### src/rtl/tlb_refill_ctrl.sv
// TLB sequencing controller: arbitrates fetch/data translation requests, looks up the TLB
// and refills misses from a single-level page table in memory.
module tlb_refill_ctrl #(
  parameter logic [7:0]  PT_BASE = 8'h80,
  parameter int unsigned TIMEOUT = 15
) (
  input  logic        clock,
  input  logic        reset,
  input  logic        ireq,
  input  logic [5:0]  ivaddr,
  output logic        idone,
  input  logic        dreq,
  input  logic [5:0]  dvaddr,
  output logic        ddone,
  output logic [5:0]  paddr,
  output logic        fault,
  output logic [5:0]  tlb_vaddr,
  input  logic        tlb_hit,
  input  logic [5:0]  tlb_paddr,
  input  logic [5:0]  tlb_victim,
  output logic        tlb_we,
  output logic [5:0]  tlb_widx,
  output logic [14:0] tlb_wentry,
  output logic        pt_rd,
  output logic [7:0]  pt_addr,
  input  logic [7:0]  pt_rdata,
  input  logic        pt_ack,
  output logic [7:0]  miss_cnt,
  output logic [7:0]  fault_cnt
);

  typedef enum logic [2:0] {
    StIdle,
    StLookup,
    StWalk,
    StRefill,
    StRespond
  } state_e;

  localparam logic       GntI     = 1'b0;
  localparam logic       GntD     = 1'b1;
  localparam logic [8:0] TmoLimit = 9'(TIMEOUT);

  state_e     state_q;
  logic       gnt_q;
  logic       last_grant_q;
  logic [5:0] cur_vaddr_q;
  logic [5:0] victim_q;
  logic [5:0] frame_q;
  logic [7:0] tmo_q;

  logic       grant_d;
  logic [8:0] tmo_inc;
  logic       tmo_expire;
  logic       unused_pte_bit;

  // On a tie the requester that was not served last wins.
  always_comb begin
    grant_d    = dreq & (~ireq | (last_grant_q == GntI));
    tmo_inc    = {1'b0, tmo_q} + 9'd1;
    tmo_expire = (tmo_inc == TmoLimit);
  end

  // Decoded straight from state so reset removes them asynchronously.
  assign tlb_vaddr = (state_q == StLookup) ? cur_vaddr_q : 6'd0;
  assign pt_rd     = (state_q == StWalk);
  assign pt_addr   = pt_rd ? (PT_BASE + {2'b00, cur_vaddr_q}) : 8'd0;

  assign unused_pte_bit = pt_rdata[6];

  always_ff @(posedge clock or posedge reset) begin
    if (reset) begin
      state_q      <= StIdle;
      gnt_q        <= GntI;
      last_grant_q <= GntD;
      cur_vaddr_q  <= 6'd0;
      victim_q     <= 6'd0;
      frame_q      <= 6'd0;
      tmo_q        <= 8'd0;
      idone        <= 1'b0;
      ddone        <= 1'b0;
      paddr        <= 6'd0;
      fault        <= 1'b0;
      tlb_we       <= 1'b0;
      tlb_widx     <= 6'd0;
      tlb_wentry   <= 15'd0;
      miss_cnt     <= 8'd0;
      fault_cnt    <= 8'd0;
    end else begin
      idone  <= 1'b0;
      ddone  <= 1'b0;
      tlb_we <= 1'b0;
      case (state_q)
        StIdle: begin
          if (ireq || dreq) begin
            gnt_q       <= grant_d;
            cur_vaddr_q <= grant_d ? dvaddr : ivaddr;
            state_q     <= StLookup;
          end
        end
        StLookup: begin
          if (tlb_hit) begin
            paddr   <= tlb_paddr;
            fault   <= 1'b0;
            idone   <= ~gnt_q;
            ddone   <= gnt_q;
            state_q <= StRespond;
          end else begin
            if (miss_cnt != 8'hFF) begin
              miss_cnt <= miss_cnt + 8'd1;
            end
            victim_q <= tlb_victim;
            tmo_q    <= 8'd0;
            state_q  <= StWalk;
          end
        end
        StWalk: begin
          // An ack on the final wait cycle still beats the timeout.
          if (pt_ack) begin
            if (pt_rdata[7]) begin
              frame_q    <= pt_rdata[5:0];
              tlb_we     <= 1'b1;
              tlb_widx   <= victim_q;
              tlb_wentry <= {1'b1, 1'b0, 1'b1, cur_vaddr_q, pt_rdata[5:0]};
              state_q    <= StRefill;
            end else begin
              paddr   <= 6'd0;
              fault   <= 1'b1;
              idone   <= ~gnt_q;
              ddone   <= gnt_q;
              state_q <= StRespond;
            end
          end else if (tmo_expire) begin
            paddr   <= 6'd0;
            fault   <= 1'b1;
            idone   <= ~gnt_q;
            ddone   <= gnt_q;
            state_q <= StRespond;
          end else begin
            tmo_q <= tmo_inc[7:0];
          end
        end
        StRefill: begin
          paddr   <= frame_q;
          fault   <= 1'b0;
          idone   <= ~gnt_q;
          ddone   <= gnt_q;
          state_q <= StRespond;
        end
        StRespond: begin
          if (fault && (fault_cnt != 8'hFF)) begin
            fault_cnt <= fault_cnt + 8'd1;
          end
          last_grant_q <= gnt_q;
          state_q      <= StIdle;
        end
        default: state_q <= StIdle;
      endcase
    end
  end

endmodule

### config.mk
export PLATFORM = sky130hd
export DESIGN_NAME = tlb_refill_ctrl
export DESIGN_NICKNAME = d
export VERILOG_FILES = /design/src/rtl/tlb_refill_ctrl.sv
export SDC_FILE = /design/constraint.sdc
export NUM_CORES = 1
export LEC_CHECK = 0
export ABC_AREA = 1
export CORE_AREA = 2 2 104 106
export DETAILED_ROUTE_END_ITERATION = 10
export DIE_AREA = 0 0 106 108
export GPL_ROUTABILITY_DRIVEN = 0
export SYNTH_ARGS = -nofsm -noshare
export SYNTH_HDL_FRONTEND = slang
export SYNTH_SLANG_ARGS = --single-unit
### constraint.sdc
create_clock -name clock -period 2.9 [get_ports clock]
set_clock_uncertainty 0.15 [all_clocks]
set_input_delay 0.58 -clock clock [delete_from_list [all_inputs] [get_ports clock]]
set_output_delay 0.58 -clock clock [all_outputs]
set_load 0.01 [all_outputs]
* Word-level counts from Yosys, hierarchy flattened *
Cells that the tools add are included.

operators by class
  multiplexer cells = 36
  equal/unequal tests = 14
  reduce and logical (&&, ||, !) cells = 13
  $add $sub $neg = 4
  bitwise gates (word level) = 6

operators with widths
  operator               count
  $mux W6                6
  $mux W8                4
  $pmux W6 S3            1
  $add A8 B1 Y8 const B  2
  $ne A8 B8 Y1 const B   2
  $pmux W8 S2            1
  $mux W1                15
  $mux W3                5
  $pmux W3 S4            1
  $ne A2 B2 Y1 const B   5
  $add A8 B1 Y9 const B  1
  $eq A9 B4 Y1 const B   1
  $pmux W1 S3            3
  $add A8 B6 Y8 const A  1
  $reduce_and A2 Y1      4
  $reduce_and A4 Y1      2
  $eq A3 B2 Y1 const B   2
  $reduce_and A3 Y1      2
  $not A1 Y1             4
  $eq A3 B1 Y1 const B   1
  $eq A3 B3 Y1 const B   1
  $logic_not A3 Y1       1
  $ne A3 B1 Y1 const B   1
  $ne A3 B3 Y1 const B   1
  6 further kinds        6

storage, ports and cells
  register bits after elaboration = 76
  word-level logic and storage cells = 89
  output and inout port bits = 62
  bits of input ports = 38

* Longest topological paths before layout *
Gate-level depths: netlist of the first run.

  word-level depth = 5
  gate-level depth with buffers = 12
  gate-level depth less buffers = 11

* Worst setup path before layout of the first run *
Ideal clock, no wire load.

  path type = register to output
  start = register state_q[2]
  end = output pt_addr[0]
  stages on the path, launching flop included = 6
  slack = 1.026 ns
  data arrival time = 1.144 ns
  buffers on the path = 2
  cells stage by stage = dfrtp_1 buf_4 nor2_4 nand2_2 clkbuf_1 nor2_1

between the ends
  cells in the longest elaborated chain, start to end = 2

RTL lines
  item                      line  source
  start: declaration        44    state_e state_q;
  start signal: assignment  73    state_q <= StIdle;
  start signal: assignment  98    state_q <= StLookup;
  start signal: assignment  107   state_q <= StRespond;
  $eq A3 B2 Y1              66    assign pt_rd = (state_q == StWalk);
  $mux W8                   67    assign pt_addr = pt_rd ? (PT_BASE + {2'b00, cur_vaddr_q}) : 8'd0;
  end: declaration          25    output logic [7:0] pt_addr,

Every way passes these cells.

* Worst setup path after layout of the first run *
  start = register state_q[2]
  end = output tlb_vaddr[0]

between the ends
  cells in the longest elaborated chain, start to end = 2

RTL lines
  item              line  source
  $eq A3 B1 Y1      65    assign tlb_vaddr = (state_q == StLookup) ? cur_vaddr_q : 6'd0;
  $mux W6           65
  end: declaration  17    output logic [5:0] tlb_vaddr,

Every way passes these cells.

==> metrics.cfg, run 1 <==
[cts]
cts_tree=yes
cts_setup_buffers=0
cts_buffers=9
ctsResizeCount=0
cts_sinks=70
cts-htree-levels=3
cts.clk_slew.worst_paths_ns=0.08
clk_latency_ns=0.35
cts_hold_repair.buffers=0
cts_buffer_depth=2
cts_root_buffer=clkbuf_8

[pwr]
p_leak_nw=2.16
seqPwrFrac_pct=36.4
p_comb_share_pct=42.2
p_int_mw=2.71
clkPwrFrac_pct=21.3
ir_worst_vdd_mv=0.376
swShare_pct=36.6
power_switching_mw=1.56
powerDensity_nw_per_um2=893

[grt]
first_global_vias=2919
overflow=0
grt_usage_pct=15.7
antenna_found_initial=0
grt_max_degree=55
grt_pass1_wl_mm=14.1

[final_layout]
nFillCells=983
final_nets=544
drive_above_1_share_pct=12.2
antennaDiodeCount=0
fin_cells=643
syn_to_final_growth_pct=39.4

[synthesis]
yosysWarnings=0
synthArstFlopShare_pct=100
synth_edf_count=0
yosysTopAreaCellShare_pct=50.3
synth_top_flop_cell=dfrtp_1
synth-seq-area-share_pct=51.1
synthCells=401
synth_top_area_cell=dfrtp_1
avgSynthCellArea_sq_um=8.55
ys_ff_latch=70
yosys-top-cells-count=nand2_1 (92), dfrtp_1 (69), inv_1 (43)
synthDistinctLibCells=34
synth_area_leaders=dfrtp_1 (50%), nand2_1 (10%), o21ai_0 (5.4%)
syn_area_sq_um=3430
synth.most_common_cell=nand2_1

[sta]
hold_viol=0
finalMaxSlewViolations=0
fin_crit_sh_pct=92.3
finalSetupViolCount=0
fin_setup_tns_ns=0
min_period_ns=2.68
fmax_mhz=373
rsz0062_at_grt=false

[floorplanning]
initial_utilization_pct=33.5
rows=37
die_h_microns=108
dieArea_sq_um=11400
ios=100
fp.coreArea_sq_um=10200
fp.dieW_microns=106

[detailed_routing]
via_per_inst=4.62
ant_nets=0
drt-initial-drc-count=88
vias=2971
finalWirelength_mm=8.36
wl_per_cell_microns=13.0
dr.pass1.iters=5
drt_drc_violations_left=0

[setup_path]
reg2regPathDepth=10
required_ns=2.17
cpPeakStageDelay_ns=0.55
path_cells=inv_2, nand3_2, nor2_1, clkdlybuf4s50_1
crit_arrival_ns=1.95
path_class=register to output pin
worstSetupStartpointType=register
crit_slowest_cell=clkdlybuf4s50_1
critPathMaxFanout=9
end_kind=output pin

[run]
max_cap_viol_count=0

[place]
place_inst=627
port_buffers=96
hpwl_mm=6.07

[min_path]
whs_path_depth=1
hold_path.class=register to register

[run_status]
status=complete, no violations

cells in the final DEF, fill, tap and decap left out, drive strengths merged, types with 6 or more instances in the layout:
master	netlist	layout
nand4	11	11
nor2	42	42
nand2	100	100
xor2	11	11
clkdlybuf4s50	0	96
dfrtp	69	69
a21oi	8	8
inv	51	51
clkbuf	4	11
buf	9	6
o21ai	51	51
nand3	17	17
o22ai	6	6
nor3	6	6
power groups by stage:
stage                     registers [mW]  clock network, mW  logic (mW)
after floorplan                     1.63                  0       0.910
after global placement              1.56                  0        1.80
after CTS                           1.56              0.943        1.82
after global routing                1.61              0.986        2.01
after detailed placement            1.57                  0        1.81
final                               1.56              0.910        1.80
worst paths after layout:
kind / startpoint / end / slack [ns]
worst max-delay path: state_q[2]$_DFFE_PP0P_ / tlb_vaddr[0] / 0.22
worst min-delay path: gnt_q$_DFFE_PP0P_ / idone$_DFF_PP0_ / 0.28
worst max register to register: tmo_q[0]$_DFFE_PP0P_ / tmo_q[1]$_DFFE_PP0P_ / 0.91
worst min register to register: gnt_q$_DFFE_PP0P_ / idone$_DFF_PP0_ / 0.28
max in group asynchronous: reset / last_grant_q$_DFFE_PP1P_ / 1.56
min in group asynchronous: reset / tlb_we$_DFF_PP0_ / 0.39
per-stage QoR:
stage	worst slack, ns	utilization [%]	hold slack (ns)	cell area [sq um]	total power, mW
floorplan	0.403	-	0.266	3430	2.54
global placement	0.488	44.4	0.274	4540	3.36
detailed placement	0.495	44.4	0.272	4540	3.39
CTS	0.0963	46.7	0.282	4780	4.32
global route	0.0884	46.7	0.301	4780	4.60
finish	0.222	46.7	0.281	4780	4.27
area by class of cell:
type | count | area (sq um) | area share, %
inverter | 51 | 191 | 4.00
clock buffer | 11 | 151 | 3.17
tap | 136 | 170 | 3.56
timing repair buffer | 102 | 1020 | 21.3
multi-input combinational | 268 | 1420 | 29.6
clock inverter | 5 | 81.3 | 1.70
sequential | 70 | 1750 | 36.7
state kept, by name, summed over array words and instances (netlist names), 3 cells and up:
register	flops
victim_q	6
tlb_wentry	8
tmo_q	8
frame_q	5
state_q	3
tlb_widx	6
cur_vaddr_q	6
paddr	6
miss_cnt	8
fault_cnt	8
critical path, delay by kind of cell (launching register included):
family / cells / cell delay (ns)
simple gates: 2 / 0.43
buf+inv: 2 / 0.67
flops: 1 / 0.50
routing by layer:
layer  global-route usage, %  vias to the layer above  part of all wire (%)
li1                        -                     1479                     -
met1                    20.4                     1408                    46
met4                    4.98                        0                  0.90
met3                    4.58                        6                   4.9
met5                       0                        -                     0
met2                    25.3                       78                    48
kinds of logic after synthesis:
logic type | synth area share (%)
AO/OA/AOI/OAI | 10.6
XOR/XNOR | 3.58
adder cells (fa/ha/maj) | 1.46
buffers and inverters | 7.88
flip-flops | 51.1
multiplexers | 0.328
other | 0.109
AND/OR/NAND/NOR | 25.0
Note: power is estimated with default switching activity, not from simulation.
==> run 2, diff against run 1 <==
--- a/constraint.sdc
+++ b/constraint.sdc
@@ -3,3 +3,3 @@
 set_input_delay 0.58 -clock clock [delete_from_list [all_inputs] [get_ports clock]]
 set_output_delay 0.58 -clock clock [all_outputs]
-set_load 0.01 [all_outputs]
+set_load 0.1 [all_outputs]
==> run 2 against run 1 <==
Non-clock buffer count grew 1; first-iteration DRC count grew 45%; final cell count grew 0.16%; highest routed layer unchanged; sequential share of layout area grew 0.15 points.
==> metrics.cfg, run 2 (same netlist as run 1, synthesis figures left out) <==
[run_status]
status=complete, no violations

[grt]
grt_usage_pct=15.5
antenna_found_initial=0
grt_pass1_wl_mm=14.0
grt_max_degree=29
overflow=0
first_global_vias=2896

[place]
hpwl_mm=6.17
place_inst=628
port_buffers=96

[cts]
cts_setup_buffers=0
cts_sinks=70
cts_buffers=9
cts_root_buffer=clkbuf_8
clk_latency_ns=0.34
cts_tree=yes
cts_hold_repair.buffers=0
cts_buffer_depth=2
cts.clk_slew.worst_paths_ns=0.07
cts-htree-levels=3
ctsResizeCount=0

[setup_path]
critPathMaxFanout=18
crit_slowest_cell=dfrtp_1
cpPeakStageDelay_ns=0.49
path_class=register to output pin
crit_family=simple AND/OR/NAND/NOR gates
worstSetupStartpointType=register
end_kind=output pin
crit_arrival_ns=1.78
required_ns=2.17
path_cells=nor2_4, nand2_2, nor2_1, buf_12
path_buf_inv=1

[final_layout]
final_common_cell=nand2_1
final_nets=545
drive_above_1_share_pct=24.0
syn_to_final_growth_pct=38.8
final_cell_mix=nand2_1 (92), dfrtp_1 (69), buf_4 (57), inv_1 (42), o21ai_0 (37)
fin_cells=644
antennaDiodeCount=0

[floorplanning]
fp.coreArea_sq_um=10200
rows=37
initial_utilization_pct=33.5
fp.dieW_microns=106
ios=100
die_h_microns=108
dieArea_sq_um=11400

[min_path]
hold_path.class=register to register

[sta]
timing.slew.headroom_pct=57.1
hold_viol=0
rsz0062_at_grt=false
fmax_mhz=399
min_period_ns=2.51
finalMaxSlewViolations=0
finalSetupViolCount=0
worstMarginPinSlew_ns=0.642
fin_crit_sh_pct=86.4
hold_slack_ns=0.301

[detailed_routing]
dr.pass1.iters=7
vias=2954
finalWirelength_mm=8.40
ant_nets=0
via_per_inst=4.59
wl_per_cell_microns=13.0
drt-initial-drc-count=128
drt_drc_violations_left=0

[run]
max_cap_viol_count=0

run 2: worst reg2reg max path: stages (launching register included):
cell,delay [ns]
dfrtp_1,0.53
nor2_4,0.09
nand2_2,0.33
inv_2,0.20
nand2_1,0.34
nand3_2,0.28
nand2_1,0.11
nand2_1,0.06
run 2: routing by layer:
| metal | GRT usage (%) | share of wire [%] | up-vias |
|---|---|---|---|
| met3 | 4.16 | 4.6 | 8 |
| met2 | 24.9 | 47 | 62 |
| met1 | 20.9 | 47 | 1402 |
| li1 | - | - | 1482 |
| met4 | 4.23 | 1.1 | 0 |
| met5 | 0 | 0 | - |
run 2: final cells by class:
class | instances | area (sq um)
fill | 1003 | 5470
multi-input combinational | 268 | 1410
clock buffer | 11 | 141
sequential | 70 | 1750
clock inverter | 5 | 106
timing repair buffer | 103 | 988
tap | 136 | 170
inverter | 51 | 191
run 2: worst paths after layout:
| kind | from | to | slack [ns] | cells past startpoint |
|---|---|---|---|---|
| worst max-delay path | state_q[2]$_DFFE_PP0P_ | pt_addr[3] | 0.39 | 4 |
| worst min-delay path | gnt_q$_DFFE_PP0P_ | idone$_DFF_PP0_ | 0.30 | 1 |
| worst max register to register | state_q[2]$_DFFE_PP0P_ | tmo_q[1]$_DFFE_PP0P_ | 0.70 | 7 |
| worst min register to register | gnt_q$_DFFE_PP0P_ | idone$_DFF_PP0_ | 0.30 | 1 |
| max in group asynchronous | reset | last_grant_q$_DFFE_PP1P_ | 1.47 | 3 |
| min in group asynchronous | reset | miss_cnt[6]$_DFFE_PP0P_ | 0.50 | 2 |
run 2: through the flow:
stage	setup slack (ns)	util, %	TNS [ns]	cell area (sq um)
after CTS	0.367	46.5	0	4760
final	0.394	46.5	0	4760
after global routing	0.227	46.5	0	4760
after detailed placement	0.667	44.1	0	4510
after floorplan	-0.0663	-	-0.398	3430
after global placement	0.678	44.1	0	4510
Power of run 2 is not shown: default switching activity piles up to over one toggle a cycle in this logic, so the estimate is an artifact.
